File: config.mk
export PLATFORM = sky130hd
export DESIGN_NAME = fu_issue_sched
export DESIGN_NICKNAME = d
export VERILOG_FILES = /design/src/rtl/fu_issue_sched_pkg.sv /design/src/rtl/fu_issue_sched_wb_slot_tracker.sv /design/src/rtl/fu_issue_sched.sv
export SDC_FILE = /design/constraint.sdc
export NUM_CORES = 1
export LEC_CHECK = 0
export CORE_MARGIN = 5
export CORE_UTILIZATION = 25
export DETAILED_ROUTE_END_ITERATION = 7
export DONT_BUFFER_PORTS = 1
export GPL_TIMING_DRIVEN = 1
export MAX_ROUTING_LAYER = met4
export SLEW_MARGIN = 10
export SYNTH_ARGS = -nofsm -noshare
export SYNTH_HDL_FRONTEND = slang
export SYNTH_SLANG_ARGS = --single-unit
export TNS_END_PERCENT = 1
File: constraint.sdc
create_clock -name in_clk -period 1.15 [get_ports in_clk]
set_clock_uncertainty 0.15 [all_clocks]
set_input_delay 0.115 -clock in_clk [delete_from_list [all_inputs] [get_ports in_clk]]
set_output_delay 0.115 -clock in_clk [all_outputs]
set_load 0.1 [all_outputs]
File: src/rtl/fu_issue_sched_pkg.sv
// Shared types and default latencies for the functional-unit issue scheduler.
package fu_issue_sched_pkg;

   typedef enum logic {FU_SEL_ALU, FU_SEL_LS} fu_sel_t;

   localparam int FU_ALU_LAT   = 1;
   localparam int FU_LS_LAT    = 2;
   localparam int ROB_IDX_SIZE = 5;

endpackage

File: src/rtl/fu_issue_sched_wb_slot_tracker.sv
// Writeback-slot reservation pipeline: a shifting occupancy vector plus the ROB
// index riding along with each occupied slot.
module fu_issue_sched_wb_slot_tracker #(
   parameter int DEPTH  = 2,
   parameter int IDX_W  = 5,
   parameter int SLOT_W = (DEPTH > 1) ? $clog2(DEPTH) : 1
) (
   input  logic              clk,
   input  logic              rst_n,
   input  logic              set,
   input  logic [SLOT_W-1:0] set_slot,
   input  logic [IDX_W-1:0]  set_idx,
   input  logic              flush,
   output logic [DEPTH-1:0]  slot_free,
   output logic              done,
   output logic [IDX_W-1:0]  idx
);

   logic [DEPTH-1:0]            resv;
   logic [DEPTH-1:0]            resv_next;
   logic [DEPTH-1:0][IDX_W-1:0] tag;
   logic [DEPTH-1:0][IDX_W-1:0] tag_next;

   // slot_free[k]: a set into slot k at the coming edge would not collide
   // with an already reserved writeback shifting down into that slot.
   assign slot_free = ~(resv >> 1);
   assign done      = resv[0];
   assign idx       = tag[0];

   always_comb begin
      resv_next = resv >> 1;
      tag_next  = '0;
      for (int k = 0; k < DEPTH - 1; k++) begin
         tag_next[k] = tag[k+1];
      end
      if (set) begin
         resv_next[set_slot] = 1'b1;
         tag_next[set_slot]  = set_idx;
      end
      if (flush) begin
         resv_next = '0;
      end
   end

   always_ff @(posedge clk or negedge rst_n) begin
      if (!rst_n) begin
         resv <= '0;
         tag  <= '0;
      end else begin
         resv <= resv_next;
         tag  <= tag_next;
      end
   end

endmodule

File: src/rtl/fu_issue_sched.sv
// Issue arbiter between the ALU and LS reservation stations; guarantees the
// single ROB writeback bus is never claimed by both units in the same cycle.
module fu_issue_sched
   import fu_issue_sched_pkg::*;
#(
   parameter int ALU_LAT   = FU_ALU_LAT,
   parameter int LS_LAT    = FU_LS_LAT,
   parameter int ROB_IDX_W = ROB_IDX_SIZE
) (
   input  logic                 in_clk,
   input  logic                 in_rst_n,
   input  logic                 in_rs_alu_req,
   input  logic [ROB_IDX_W-1:0] in_rs_alu_rob_idx,
   input  logic                 in_rs_ls_req,
   input  logic [ROB_IDX_W-1:0] in_rs_ls_rob_idx,
   input  logic                 in_flush,
   output logic                 out_rs_alu_grant,
   output logic                 out_rs_ls_grant,
   output logic                 out_rob_done,
   output logic [ROB_IDX_W-1:0] out_rob_dst_rob_index
);

   localparam int MAX_LAT = (ALU_LAT > LS_LAT) ? ALU_LAT : LS_LAT;
   localparam int SLOT_W  = (MAX_LAT > 1) ? $clog2(MAX_LAT) : 1;

   fu_sel_t              ptr;
   logic [MAX_LAT-1:0]   slot_free;
   logic                 alu_ok;
   logic                 ls_ok;
   logic                 grant_alu;
   logic                 grant_ls;
   logic                 set;
   logic [SLOT_W-1:0]    set_slot;
   logic [ROB_IDX_W-1:0] set_idx;

   assign alu_ok = slot_free[ALU_LAT-1];
   assign ls_ok  = slot_free[LS_LAT-1];

   // A favoured unit that is blocked yields a bubble rather than the other
   // unit, so a long-latency unit cannot be starved by a short one.
   always_comb begin
      grant_alu = 1'b0;
      grant_ls  = 1'b0;
      if (in_rst_n && !in_flush) begin
         if (ptr == FU_SEL_ALU) begin
            if (in_rs_alu_req) grant_alu = alu_ok;
            else               grant_ls  = in_rs_ls_req && ls_ok;
         end else begin
            if (in_rs_ls_req)  grant_ls  = ls_ok;
            else               grant_alu = in_rs_alu_req && alu_ok;
         end
      end
   end

   always_ff @(posedge in_clk or negedge in_rst_n) begin
      if (!in_rst_n) begin
         ptr <= FU_SEL_ALU;
      end else if (grant_alu && in_rs_ls_req) begin
         ptr <= FU_SEL_LS;
      end else if (grant_ls && in_rs_alu_req) begin
         ptr <= FU_SEL_ALU;
      end
   end

   assign set      = grant_alu | grant_ls;
   assign set_slot = grant_alu ? SLOT_W'(ALU_LAT - 1) : SLOT_W'(LS_LAT - 1);
   assign set_idx  = grant_alu ? in_rs_alu_rob_idx : in_rs_ls_rob_idx;

   fu_issue_sched_wb_slot_tracker #(
      .DEPTH  (MAX_LAT),
      .IDX_W  (ROB_IDX_W),
      .SLOT_W (SLOT_W)
   ) u_wb_slot_tracker (
      .clk       (in_clk),
      .rst_n     (in_rst_n),
      .set       (set),
      .set_slot  (set_slot),
      .set_idx   (set_idx),
      .flush     (in_flush),
      .slot_free (slot_free),
      .done      (out_rob_done),
      .idx       (out_rob_dst_rob_index)
   );

   assign out_rs_alu_grant = grant_alu;
   assign out_rs_ls_grant  = grant_ls;

endmodule

==> out/qor.yml, run 1 <==
critical_path:
  cp-start-kind: "flop"
  cp_slowest_cell: "dfrtp_1"
  critical_path_required_ns: 0.88
  crit_chain: "nand2_2 -> nand4_4 -> clkinvlp_4 -> buf_12"
  critPathArrivalTime_ns: 1.11
  crit_path_end_kind: "output port"
  critPathMaxFanout: 2
  critical_path.max_stage_delay_ns: 0.40
  setup.worst_path.class: "flop to output port"
  path_buf_inv: 2
  cp_top_family: "flip-flops"
floorplanning:
  pin_count: 23
  rows: 17
  die_w_um: 57.6
  core_area_mm2: 0.00219
  chipHeight_um: 57.6
  initial_utilization_pct: 25.9
  die_area_mm2: 0.00332
placed_design:
  io_buffers: 0
  dpl-instance-area_um2: 743
  place_congestion: 0.662
cells_and_area:
  antennaDiodeCount: 0
  layout_commonest_cell: "dlygate4sd3_1"
  drive_gt1_share_pct: 44.6
  final_cell_mix: "dlygate4sd3_1 (14), dfrtp_1 (13), buf_12 (8)"
  area_growth_pct: 65.3
  postLayoutCoreUtil_pct: 42.8
  post-route-cell-area_um2: 937
  nets: 81
  fillers: 189
clock_tree:
  cts_tree: "yes"
  numCtsBuffers: 3
  clk_pin_slew_ns: 0.06
  htreeDepth: 1
  cts_sinks: 13
  clk_path_buf_depth: 2
  root_buffer: "clkbuf_4"
  clkLatencyLatePin_ns: 0.25
synth:
  ys_seq_area_share_pct: 57.4
  ys_types: 14
  syn_nets: 56
  syn_area_per_cell_um2: 13.8
  netlist_instances: 41
  yosysWarningCount: 0
  syn_area_um2: 567
  yosys_register_bits: 13
timing:
  setup_tns_ns: -1.30
  maxSlewViolCount: 0
  period_needed_ns: 1.38
  fmax_mhz: 727
  setup_slack_ns: -0.225
  whs_ns: 0.0497
  rsz0062_at_grt: "true"
  hold_viol: 0
  setup_viol: 7
  fin_crit_sh_pct: 120
  max_slew_margin_pct: 63.8
  tightest_slew_ns: 0.541
global_route:
  first_global_vias: 419
  grt_start_max_net_pins: 14
  grtUsageTotal_pct: 7.59
  overflow: 0
  grt_first_pass_wirelength_um: 1840
  antenna_found_initial: 0
power:
  ir_worst_vdd_uv: 726
  p_per_area_mw_per_mm2: 1120
  netSwitchingFraction_pct: 28.9
  total_power_w: 0.00105
  intPower_w: 0.000744
  combPwrFrac_pct: 28.1
  p_switching_w: 0.000302
  cellLeakagePower_nw: 0.424
  p_clk_share_pct: 24.0
  pwr-share-seq_pct: 48.0
worst_hold_path:
  hold_class: "primary input to flop"
detailed_routing:
  via_per_inst: 3.98
  drc: 0
  vias: 370
  drt_iter0_drc: 5
  drt_first_pass_iters: 3
  ant_nets: 0
  totalWireLength_um: 1070
  post_drt_wl_per_cell_um: 11.5
outcome:
  violations: "negative setup slack"
  status: "finished with violations"
flow_run:
  max_cap_violations: 0
synth_stat cells:
master / instances / area share, %
nand3_1: 1 / 0.88
a21oi_2: 1 / 1.5
nand2_1: 1 / 0.66
a21oi_1: 2 / 1.8
nand3b_1: 1 / 1.3
inv_1: 3 / 2.0
and2_1: 5 / 5.5
nand4_4: 1 / 3.8
mux2_4: 5 / 13
buf_4: 5 / 6.6
and4b_2: 1 / 2.0
dfrtp_1: 13 / 57
o21ai_0: 1 / 0.88
nor2b_4: 1 / 2.4
state kept, by name (all words and copies together) (netlist names):
signal and cells:
u_wb_slot_tracker.resv 2, ptr 1, u_wb_slot_tracker.idx 5, u_wb_slot_tracker.tag 5
metrics by stage:
| step | cells | worst slack [ns] |
|---|---|---|
| 6_report | 93 | -0.225 |
| 5_1_grt | 93 | -0.284 |
| 4_1_cts | 93 | -0.209 |
| 3_5_place_dp | 73 | -0.157 |
| 3_3_place_gp | 73 | -0.130 |
| 2_1_floorplan | 41 | -0.279 |
kinds of logic after synthesis:
| logic type | Yosys count | share of synthesized area (%) |
|---|---|---|
| AND/OR/NAND/NOR | 11 | 16.6 |
| flip-flops | 13 | 57.4 |
| AO/OA/AOI/OAI | 4 | 4.19 |
| multiplexers | 5 | 13.2 |
| buffers and inverters | 8 | 8.61 |
final timing paths:
path,startpoint,endpoint,slack (ns),cells after the start
hold / removal,in_rst_n,ptr,0.05,2
max in group asynchronous,in_rst_n,u_wb_slot_tracker.tag[7],0.37,1
min in group asynchronous,in_rst_n,u_wb_slot_tracker.resv[0],0.13,1
setup reg to reg,ptr,u_wb_slot_tracker.idx[0],-0.18,4
hold reg to reg,u_wb_slot_tracker.tag[7],u_wb_slot_tracker.idx[2],0.32,1
setup / recovery,ptr,out_rs_alu_grant,-0.23,4
routing by layer:
layer / global-route usage (%) / share of wire (%)
met5: - / 0
met4: 2.98 / 2.1
met3: 2.67 / 4.8
met2: 12.9 / 56
met1: 8.02 / 37
power groups by stage:
| stage | logic (W) | clock network (W) | registers, W |
|---|---|---|---|
| global placement | 0.000235 | 0 | 0.000508 |
| global route | 0.000307 | 0.000297 | 0.000505 |
| finish | 0.000294 | 0.000251 | 0.000502 |
| floorplan | 0.000172 | 0 | 0.000513 |
| CTS | 0.000291 | 0.000261 | 0.000502 |
| detailed placement | 0.000239 | 0 | 0.000509 |
cell type report:
type	instances	area [um^2]	area share (%)
timing repair buffer	25	327	34.8
sequential	13	325	34.7
multi-input combinational	20	209	22.3
tap	28	35.0	3.74
clock buffer	4	26.3	2.80
inverter	3	15.0	1.60
worst reg2reg max path: cells and delay by family, from the launching register on:
kind / cells / cell delay (ns)
AND/OR/NAND/NOR: 2 / 0.18
flip-flops: 1 / 0.40
multiplexers: 1 / 0.30
buffers and inverters: 1 / 0.19
repair_timing:
| item | CTS | global route |
|---|---|---|
| endpoints found under the hold margin | 25 | 0 |
| resized for setup | 2 | 3 |
| endpoints found under the setup margin | 7 | 14 |
| buffers inserted | 2 | 0 |
| hold buffers | 14 | 0 |
| pin swaps | 3 | 0 |
(Power assumes the default switching activity.)
==> run 2: changes to the inputs <==
--- a/config.mk
+++ b/config.mk
@@ -9,6 +9,7 @@
 export CORE_UTILIZATION = 25
 export DETAILED_ROUTE_END_ITERATION = 7
 export DONT_BUFFER_PORTS = 1
+export GPL_ROUTABILITY_DRIVEN = 0
 export GPL_TIMING_DRIVEN = 1
 export MAX_ROUTING_LAYER = met4
 export SLEW_MARGIN = 10
==> results of run 2 <==
No change in the layout: final DEF, timing and power equal those of run 1.
